## src/rtl/fixed_point_pkg.sv

```systemverilog
`default_nettype none
// =============================================================================
// fixed_point_pkg : shared constants and FSM encoding for the fixed-point divider
// Rev 1.0
// =============================================================================
package fixed_point_pkg;

  localparam int DEF_WIDTH     = 32;
  localparam int DEF_FRAC      = 16;
  localparam int DEF_QWIDTH    = DEF_WIDTH + DEF_FRAC;
  localparam int DEF_CNT_WIDTH = $clog2(DEF_QWIDTH + 1);

  localparam logic [1:0] IDLE = 2'd0;
  localparam logic [1:0] CALC = 2'd1;
  localparam logic [1:0] DONE = 2'd2;

endpackage
`default_nettype wire

```

## src/rtl/divider_fixed_point_step.sv

```systemverilog
`default_nettype none
// =============================================================================
// divider_fixed_point_step : one restoring-division iteration (shift, compare, subtract)
// Rev 1.0
// =============================================================================
module divider_fixed_point_step #(
  parameter int WIDTH = 32
) (
  input  logic [WIDTH:0]   rem,
  input  logic             din,
  input  logic [WIDTH-1:0] divisor,
  output logic [WIDTH:0]   rem_next,
  output logic             q_bit
);

  logic [WIDTH:0] shifted;
  logic [WIDTH:0] diff;
  logic           ge;

  // rem[WIDTH] stays 0 while rem < divisor; folding it into ge keeps the full 2R+d meaning.
  assign shifted  = {rem[WIDTH-1:0], din};
  assign ge       = rem[WIDTH] | (shifted >= {1'b0, divisor});
  assign diff     = shifted - {1'b0, divisor};
  assign rem_next = ge ? diff : shifted;
  assign q_bit    = ge;

endmodule
`default_nettype wire

```

## src/rtl/divider_fixed_point.sv

```systemverilog
`default_nettype none
// =============================================================================
// divider_fixed_point : radix-2 restoring unsigned QI.F divider, one quotient bit per
// falling clock edge. Optional round-to-nearest: DIVIDER_FIXED_POINT_ROUNDING_EN. Rev 1.0
// =============================================================================
module divider_fixed_point
  import fixed_point_pkg::*;
#(
  parameter int WIDTH = DEF_WIDTH,
  parameter int FRAC  = DEF_FRAC
) (
  input  logic             clk,
  input  logic             rst,
  input  logic             in_valid,
  output logic             in_ready,
  input  logic [WIDTH-1:0] A,
  input  logic [WIDTH-1:0] B,
  output logic             out_valid,
  input  logic             out_ready,
  output logic [WIDTH-1:0] C,
  output logic             dz,
  output logic             ovf
);

  localparam int QW = WIDTH + FRAC;
  localparam int CW = $clog2(QW + 1);
  localparam logic [CW-1:0] CNT_INIT = CW'(QW);
  localparam logic [CW-1:0] CNT_ONE  = CW'(1);

  logic [1:0]       state;
  logic [1:0]       state_nx;
  logic [QW-1:0]    dvd;
  logic [QW-1:0]    quo;
  logic [QW-1:0]    q_full;
  logic [QW-1:0]    a_ext;
  logic [WIDTH-1:0] dvs;
  logic [WIDTH-1:0] c_res;
  logic [WIDTH:0]   rem;
  logic [WIDTH:0]   rem_nx;
  logic [CW-1:0]    cnt;
  logic             q_bit;
  logic             accept;
  logic             last;
  logic             ovf_res;
  logic             b_zero;

  assign accept = in_valid & in_ready;
  assign last   = (cnt == CNT_ONE);
  assign b_zero = (B == '0);
  assign a_ext  = QW'(A) << FRAC;

  divider_fixed_point_step #(
    .WIDTH (WIDTH)
  ) u_step (
    .rem      (rem),
    .din      (dvd[QW-1]),
    .divisor  (dvs),
    .rem_next (rem_nx),
    .q_bit    (q_bit)
  );

  assign q_full = (quo << 1) | QW'(q_bit);

`ifdef DIVIDER_FIXED_POINT_ROUNDING_EN
  // Ties round away from zero; the extra MSB catches a carry out of the full quotient.
  logic [QW:0] q_res;
  logic        rnd_up;
  assign rnd_up = ({rem_nx, 1'b0} >= {2'b00, dvs});
  assign q_res  = {1'b0, q_full} + {{QW{1'b0}}, rnd_up};
`else
  logic [QW-1:0] q_res;
  assign q_res = q_full;
`endif

  assign ovf_res = |(q_res >> WIDTH);
  assign c_res   = ovf_res ? '1 : q_res[WIDTH-1:0];

  always_ff @(negedge clk or posedge rst) begin
    if (rst) begin
      state <= IDLE;
    end else begin
      state <= state_nx;
    end
  end

  always_comb begin
    state_nx = state;
    case (state)
      IDLE:    if (accept) state_nx = b_zero ? DONE : CALC;
      CALC:    if (last) state_nx = DONE;
      DONE:    if (out_ready) state_nx = IDLE;
      default: state_nx = IDLE;
    endcase
  end

  always_comb begin
    in_ready = 1'b0;
    if ((state == IDLE) && !rst) in_ready = 1'b1;
  end

  always_ff @(negedge clk or posedge rst) begin
    if (rst) begin
      dvd       <= '0;
      dvs       <= '0;
      rem       <= '0;
      quo       <= '0;
      cnt       <= '0;
      C         <= '0;
      dz        <= 1'b0;
      ovf       <= 1'b0;
      out_valid <= 1'b0;
    end else begin
      case (state)
        IDLE: begin
          if (accept) begin
            if (b_zero) begin
              C         <= '1;
              dz        <= 1'b1;
              ovf       <= 1'b0;
              out_valid <= 1'b1;
            end else begin
              dvd <= a_ext;
              dvs <= B;
              rem <= '0;
              quo <= '0;
              cnt <= CNT_INIT;
              dz  <= 1'b0;
              ovf <= 1'b0;
            end
          end
        end
        CALC: begin
          rem <= rem_nx;
          quo <= q_full;
          dvd <= dvd << 1;
          cnt <= cnt - CNT_ONE;
          if (last) begin
            C         <= c_res;
            ovf       <= ovf_res;
            dz        <= 1'b0;
            out_valid <= 1'b1;
          end
        end
        DONE: begin
          if (out_ready) out_valid <= 1'b0;
        end
        default: out_valid <= 1'b0;
      endcase
    end
  end

endmodule
`default_nettype wire

```

## config.mk

```make
export PLATFORM = sky130hd
export DESIGN_NAME = divider_fixed_point
export DESIGN_NICKNAME = d
export VERILOG_FILES = /design/src/rtl/fixed_point_pkg.sv /design/src/rtl/divider_fixed_point_step.sv /design/src/rtl/divider_fixed_point.sv
export SDC_FILE = /design/constraint.sdc
export NUM_CORES = 1
export LEC_CHECK = 0
export BUFFER_PORTS_ARGS = -buffer_cell sky130_fd_sc_hd__buf_2
export CAP_MARGIN = 25
export CELL_PAD_IN_SITES_DETAIL_PLACEMENT = 2
export CELL_PAD_IN_SITES_GLOBAL_PLACEMENT = 2
export CORE_MARGIN = 3
export CORE_UTILIZATION = 33
export DETAILED_ROUTE_END_ITERATION = 7
export GPL_TIMING_DRIVEN = 0
export PLACE_DENSITY_LB_ADDON = 0.1
export SKIP_CTS_REPAIR_TIMING = 1
export SLEW_MARGIN = 10
export SYNTH_ARGS = -nofsm -noshare
export SYNTH_HDL_FRONTEND = slang
export SYNTH_SLANG_ARGS = --single-unit
```

## constraint.sdc

```tcl
create_clock -name clk -period 4.9 [get_ports clk]
set_clock_uncertainty 0.1 [all_clocks]
set_input_delay 0.245 -clock clk [delete_from_list [all_inputs] [get_ports clk]]
set_output_delay 0.245 -clock clk [all_outputs]
set_load 0.1 [all_outputs]
```

* Word level (Yosys, flattened, before mapping)
Index checks and enable logic that the tools add are counted.
Operators by class: $add $sub $neg 2, magnitude comparators 1, equal/unequal tests 8, multiplexer cells 36, bitwise operators 4, reduce and logical (&&, ||, !) cells 12
Operators with widths (count):
- $mux 32 | 4
- $mux 33 | 3
- $mux 48 | 2
- $pmux 48 s2 | 1
- $mux 47 | 2
- $pmux 47 s2 | 1
- $pmux 33 s2 | 1
- $pmux 32 s2 | 1
- $or 48x1->48 | 1
- $ge 33x32->1 | 1
- $sub 33x32->33 | 1
- $logic_not 32->1 | 1
- $reduce_or 16->1 | 1
- $mux 6 | 2
- $pmux 6 s2 | 1
- $reduce_and 3->1 | 4
- $mux 1 | 10
- $ne 2x2->1 const B | 5
- $mux 2 | 4
- $reduce_and 4->1 | 2
- $eq 6x1->1 const B | 1
- $pmux 2 s3 | 1
- $sub 6x1->6 const B | 1
- $pmux 1 s2 | 2
- other kinds (10) | 10
Word-level totals: bits in registers 203, input bits 68, output and inout bits 36, logic and storage cells 73

* Longest topological paths before layout
depth in word-level cells 7, gate-level depth with buffers 13, depth with buffers taken out 11

* By module
Synthesis repeated with hierarchy kept, for this count alone.
Unflattened totals: cells, all modules 1019, area, all modules 10342.4 µm²
By module, submodules not included:
- divider_fixed_point | instances 1, cells an instance 689, area an instance 8101.5 µm², sequential area each 4679.5 µm²
- divider_fixed_point_step | instances 1, cells an instance 330, area an instance 2240.9 µm², sequential area each 0.0 µm²

==> flow_summary.html <==
<table>
<tr><th>Metric</th><th>Value</th></tr>
<tr><th colspan="2">Clock network</th></tr>
<tr><td>Clock tree sinks</td><td>187</td></tr>
<tr><td>Number of H-tree levels</td><td>4</td></tr>
<tr><td>Worst-path clk slew</td><td>0.06 ns</td></tr>
<tr><td>CTS buffer count</td><td>17</td></tr>
<tr><td>Source-to-sink clock delay at the later pin of the worst-skew pair</td><td>0.41 ns</td></tr>
<tr><td>Clock tree root buffer cell</td><td>clkbuf_16</td></tr>
<tr><td>TritonCTS clock tree</td><td>built</td></tr>
<tr><td>Bufs on Longest Clock Path</td><td>2</td></tr>
<tr><th colspan="2">Critical path</th></tr>
<tr><td>End of the worst register-to-register path</td><td>rem[12]$_DFFE_NP0P_</td></tr>
<tr><td>Critical Path Max Stage Delay</td><td>0.35 ns</td></tr>
<tr><td>Worst reg-to-reg path cell count</td><td>13</td></tr>
<tr><td>CP startpoint kind</td><td>input pin</td></tr>
<tr><td>Number of gates on the worst path with buffers counted</td><td>9</td></tr>
<tr><td>Cells along the critical path</td><td>buf_2, clkinvlp_4, buf_12, nand2_1, nor4_4, buf_6, clkbuf_2, clkbuf_2, o21ai_0</td></tr>
<tr><td>Worst setup startpoint</td><td>rst</td></tr>
<tr><td>Data arrival time of the critical path</td><td>2.38 ns</td></tr>
<tr><td>Worst reg-to-reg setup slack</td><td>1.49 ns</td></tr>
<tr><td>Maximum fanout count along the critical path</td><td>33</td></tr>
<tr><td>Worst path top cell family by delay</td><td>buffers and inverters</td></tr>
<tr><td>Setup crit end</td><td>quo[35]$_DFFE_NP0P_</td></tr>
<tr><td>Buffers and inverters on the worst path</td><td>6</td></tr>
<tr><td>Most common cell on crit path</td><td>clkbuf_2</td></tr>
<tr><td>Category of the worst setup path capture point</td><td>flip-flop</td></tr>
<tr><td>Critical R2R Launch</td><td>dvs[13]$_DFFE_NP0P_</td></tr>
<tr><td>Data required time at the worst endpoint</td><td>2.59 ns</td></tr>
<tr><td>Standard cell with the maximum stage delay on the critical path</td><td>nor4_4</td></tr>
<tr><td>Kind of critical path</td><td>in -&gt; reg</td></tr>
<tr><th colspan="2">Floorplanning</th></tr>
<tr><td>Die area</td><td>31430 um2</td></tr>
<tr><td>Initial Util</td><td>0.3364</td></tr>
<tr><td>Core area</td><td>28780 um2</td></tr>
<tr><td>DIE WIDTH</td><td>177.3 um</td></tr>
<tr><td>Std-Cell Rows</td><td>62</td></tr>
<tr><td>Die height</td><td>177.3 um</td></tr>
<tr><td>I/O pin total</td><td>104</td></tr>
<tr><th colspan="2">STA</th></tr>
<tr><td>Setup slack of the critical path after layout</td><td>0.2066 ns</td></tr>
<tr><td>Worst slew margin relative to its limit</td><td>0.4342</td></tr>
<tr><td>Setup tns final</td><td>0 ns</td></tr>
<tr><td>Final hold slack</td><td>0.3253 ns</td></tr>
<tr><td>Final hold viol count</td><td>0</td></tr>
<tr><td>Worst Max-Slew Pin Slew</td><td>0.8487 ns</td></tr>
<tr><td>Final setup fails</td><td>0</td></tr>
<tr><td>Final max-slew violation count</td><td>0</td></tr>
<tr><th colspan="2">Layout</th></tr>
<tr><td>Post-layout nets</td><td>1324</td></tr>
<tr><td>Share of layout cells above drive strength 1</td><td>0.2066</td></tr>
<tr><td>Share of the core filled with cells in the final layout</td><td>0.4154</td></tr>
<tr><td>Synth-to-layout area growth</td><td>23.47%</td></tr>
<tr><th colspan="2">Detailed routing</th></tr>
<tr><td>Post-detailed-route wirelength per cell</td><td>20.22 um</td></tr>
<tr><td>Number of vias in the routed layout</td><td>8558</td></tr>
<tr><td>Antenna Nets Post-Route</td><td>0</td></tr>
<tr><td>DRT Wirelength</td><td>32730 um</td></tr>
<tr><td>Iter 0 DRT Violations</td><td>314</td></tr>
<tr><td>DRC violations left</td><td>0</td></tr>
<tr><td>DR vias/cell</td><td>5.286</td></tr>
<tr><td>Number of iterations in the first detailed-routing pass</td><td>4</td></tr>
<tr><th colspan="2">Synth</th></tr>
<tr><td>Count of synthesis-stage warnings from yosys</td><td>0</td></tr>
<tr><td>Number of nets produced by synthesis</td><td>1192</td></tr>
<tr><td>Number of flops mapped to enable cells by yosys</td><td>0</td></tr>
<tr><td>Top-area cell type share of the netlist area</td><td>0.4833</td></tr>
<tr><td>Top cells by area in the synthesized netlist</td><td>dfrtn_1 48%, nand2_1 8.6%, o21ai_0 5.9%</td></tr>
<tr><td>Number of different library cells in the post-synthesis netlist</td><td>58</td></tr>
<tr><td>Netlist Area Pre-Place</td><td>9682 um2</td></tr>
<tr><td>Cell accounting for the most synthesized area</td><td>dfrtn_1</td></tr>
<tr><td>Number of register bits inferred by synthesis</td><td>187</td></tr>
<tr><td>Syn avg cell area</td><td>8.891 um2</td></tr>
<tr><td>Asr flop ratio synth</td><td>1.000</td></tr>
<tr><td>Cell count after synthesis</td><td>1089</td></tr>
<tr><td>Share of the yosys chip area belonging to registers</td><td>0.4833</td></tr>
<tr><td>Most used DFF post-synth</td><td>dfrtn_1</td></tr>
<tr><th colspan="2">Placed design</th></tr>
<tr><td>Placement-stage worst setup slack</td><td>-0.7600 ns</td></tr>
<tr><td>Global placer's final weighted congestion</td><td>0.7961</td></tr>
<tr><td>HPWL Detailed</td><td>23730 um</td></tr>
<tr><td>Quantity of I/O buffers inserted on ports</td><td>103</td></tr>
<tr><th colspan="2">Global routing</th></tr>
<tr><td>Maximum number of pins on one net before global-route repair</td><td>34</td></tr>
<tr><td>Global-route wire length before repair</td><td>53070 um</td></tr>
<tr><td>Antenna violations before repair</td><td>1</td></tr>
<tr><td>Via count of the first global-routing pass</td><td>9437</td></tr>
<tr><td>Total gr overflow</td><td>0</td></tr>
<tr><td>Global router's overall resource usage</td><td>0.2131</td></tr>
<tr><th colspan="2">Min path</th></tr>
<tr><td>Worst min-delay path category</td><td>reg -&gt; reg</td></tr>
<tr><td>Launch instance of the worst min-delay path</td><td>out_valid$_DFFE_NP0P_</td></tr>
<tr><th colspan="2">Run</th></tr>
<tr><td>Number of max-cap violations</td><td>0</td></tr>
<tr><th colspan="2">Outcome</th></tr>
<tr><td>Result of the run</td><td>complete, no violations</td></tr>
</table>
area by class of cell:
class | instances | area (um2)
Antenna cell | 1 | 2.502
Timing Repair Buffer | 112 | 661.9
Clock inverter | 15 | 225.2
Timing Repair inverter | 1 | 5.005
Multi-Input combinational cell | 784 | 4783
Clock buffer | 17 | 425.4
Sequential cell | 187 | 4679
Buffer | 70 | 506.7
Tap cell | 384 | 480.5
Fill cell | 3173 | 16830
Inverter | 48 | 183.9
cell usage in the layout (no fill, tap or decap), types with 11 or more instances in the layout:
cell type and count:
clkbuf_16 24, nand3_1 22, o21ai_0 95, nor4_1 13, nand2_1 189, nor2_1 61
o22a_1 32, mux2i_1 18, ha_1 34, a31oi_1 32, nand3_2 26, nand2_2 33
o211ai_1 12, clkbuf_1 38, buf_2 105, o21ai_1 19, inv_1 47, xnor2_1 15
clkbuf_2 13, xor2_1 11, a21o_1 12, dfrtn_1 187, a21oi_1 50
flip-flops by register name, summed over array words and instances, names as in the netlist:
| signal | flops |
|---|---|
| rem | 33 |
| dvs | 32 |
| dvd | 32 |
| ovf | 1 |
| state | 2 |
| out_valid | 1 |
| dz | 1 |
| cnt | 6 |
| C | 32 |
| quo | 47 |
kinds of logic (layout without fill, tap and decap cells):
kind of cell,after synthesis,in the layout,synth area share
compound gates,308,308,0.2010
xor+xnor,26,26,0.02352
fa+ha+maj,35,35,0.04601
buf+inv,118,263,0.04872
flops,187,187,0.4833
mux,19,19,0.01977
other cells,0,1,0
simple gates,396,396,0.1777
worst register-to-register path, delay by kind of cell (launching register included):
family	cells	cell delay [ns]
simple gates	4	0.98
buf+inv	4	0.80
flops	1	0.40
compound gates	3	0.39
mux	1	0.28
fa+ha+maj	1	0.27
worst min path at each step:
| stage | end | depth (start not counted) |
|---|---|---|
| 4_1_cts | out_valid$_DFFE_NP0P_ | 1 |
| 3_5_place_dp | out_valid$_DFFE_NP0P_ | 1 |
| 5_1_grt | out_valid$_DFFE_NP0P_ | 1 |
| 6_report | out_valid$_DFFE_NP0P_ | 1 |
| 2_1_floorplan | dvs[0]$_DFFE_NP0P_ | 2 |
| 3_3_place_gp | out_valid$_DFFE_NP0P_ | 1 |
cells in the mapped netlist (3+ instances only):
cell / n
nand2_1: 222
dfrtn_1: 187
o21ai_0: 114
clkbuf_1: 63
nor2_1: 62
a21oi_1: 56
inv_1: 48
nand3_1: 48
ha_1: 34
a31oi_1: 32
o22a_1: 32
mux2i_1: 18
xnor2_1: 15
nor4_1: 14
a21o_1: 12
o211ai_1: 12
xor2_1: 11
nand4_1: 10
o21bai_1: 10
nor3_1: 8
o21a_1: 8
or3_1: 8
and3_1: 5
nand2b_1: 5
a21boi_0: 4
a21oi_2: 4
nor2b_1: 4
a211oi_1: 3
buf_6: 3
o31ai_1: 3
stage by stage:
step | cells | cell area (um2)
2_1_floorplan | 1089 | 10130
5_1_grt | 1618 | 11950
6_report | 1619 | 11950
3_3_place_gp | 1576 | 11130
4_1_cts | 1615 | 11920
3_5_place_dp | 1583 | 11270
routing by layer:
layer	wire length (um)	track usage	vias up
met5	13	0	-
met4	222	0.03141	2
met3	1050	0.03453	19
met2	15650	0.3619	125
met1	15790	0.2933	4338
li1	-	-	4074
Power is not shown: default switching activity piles up to over one toggle a cycle in this logic, so the estimate is an artifact.
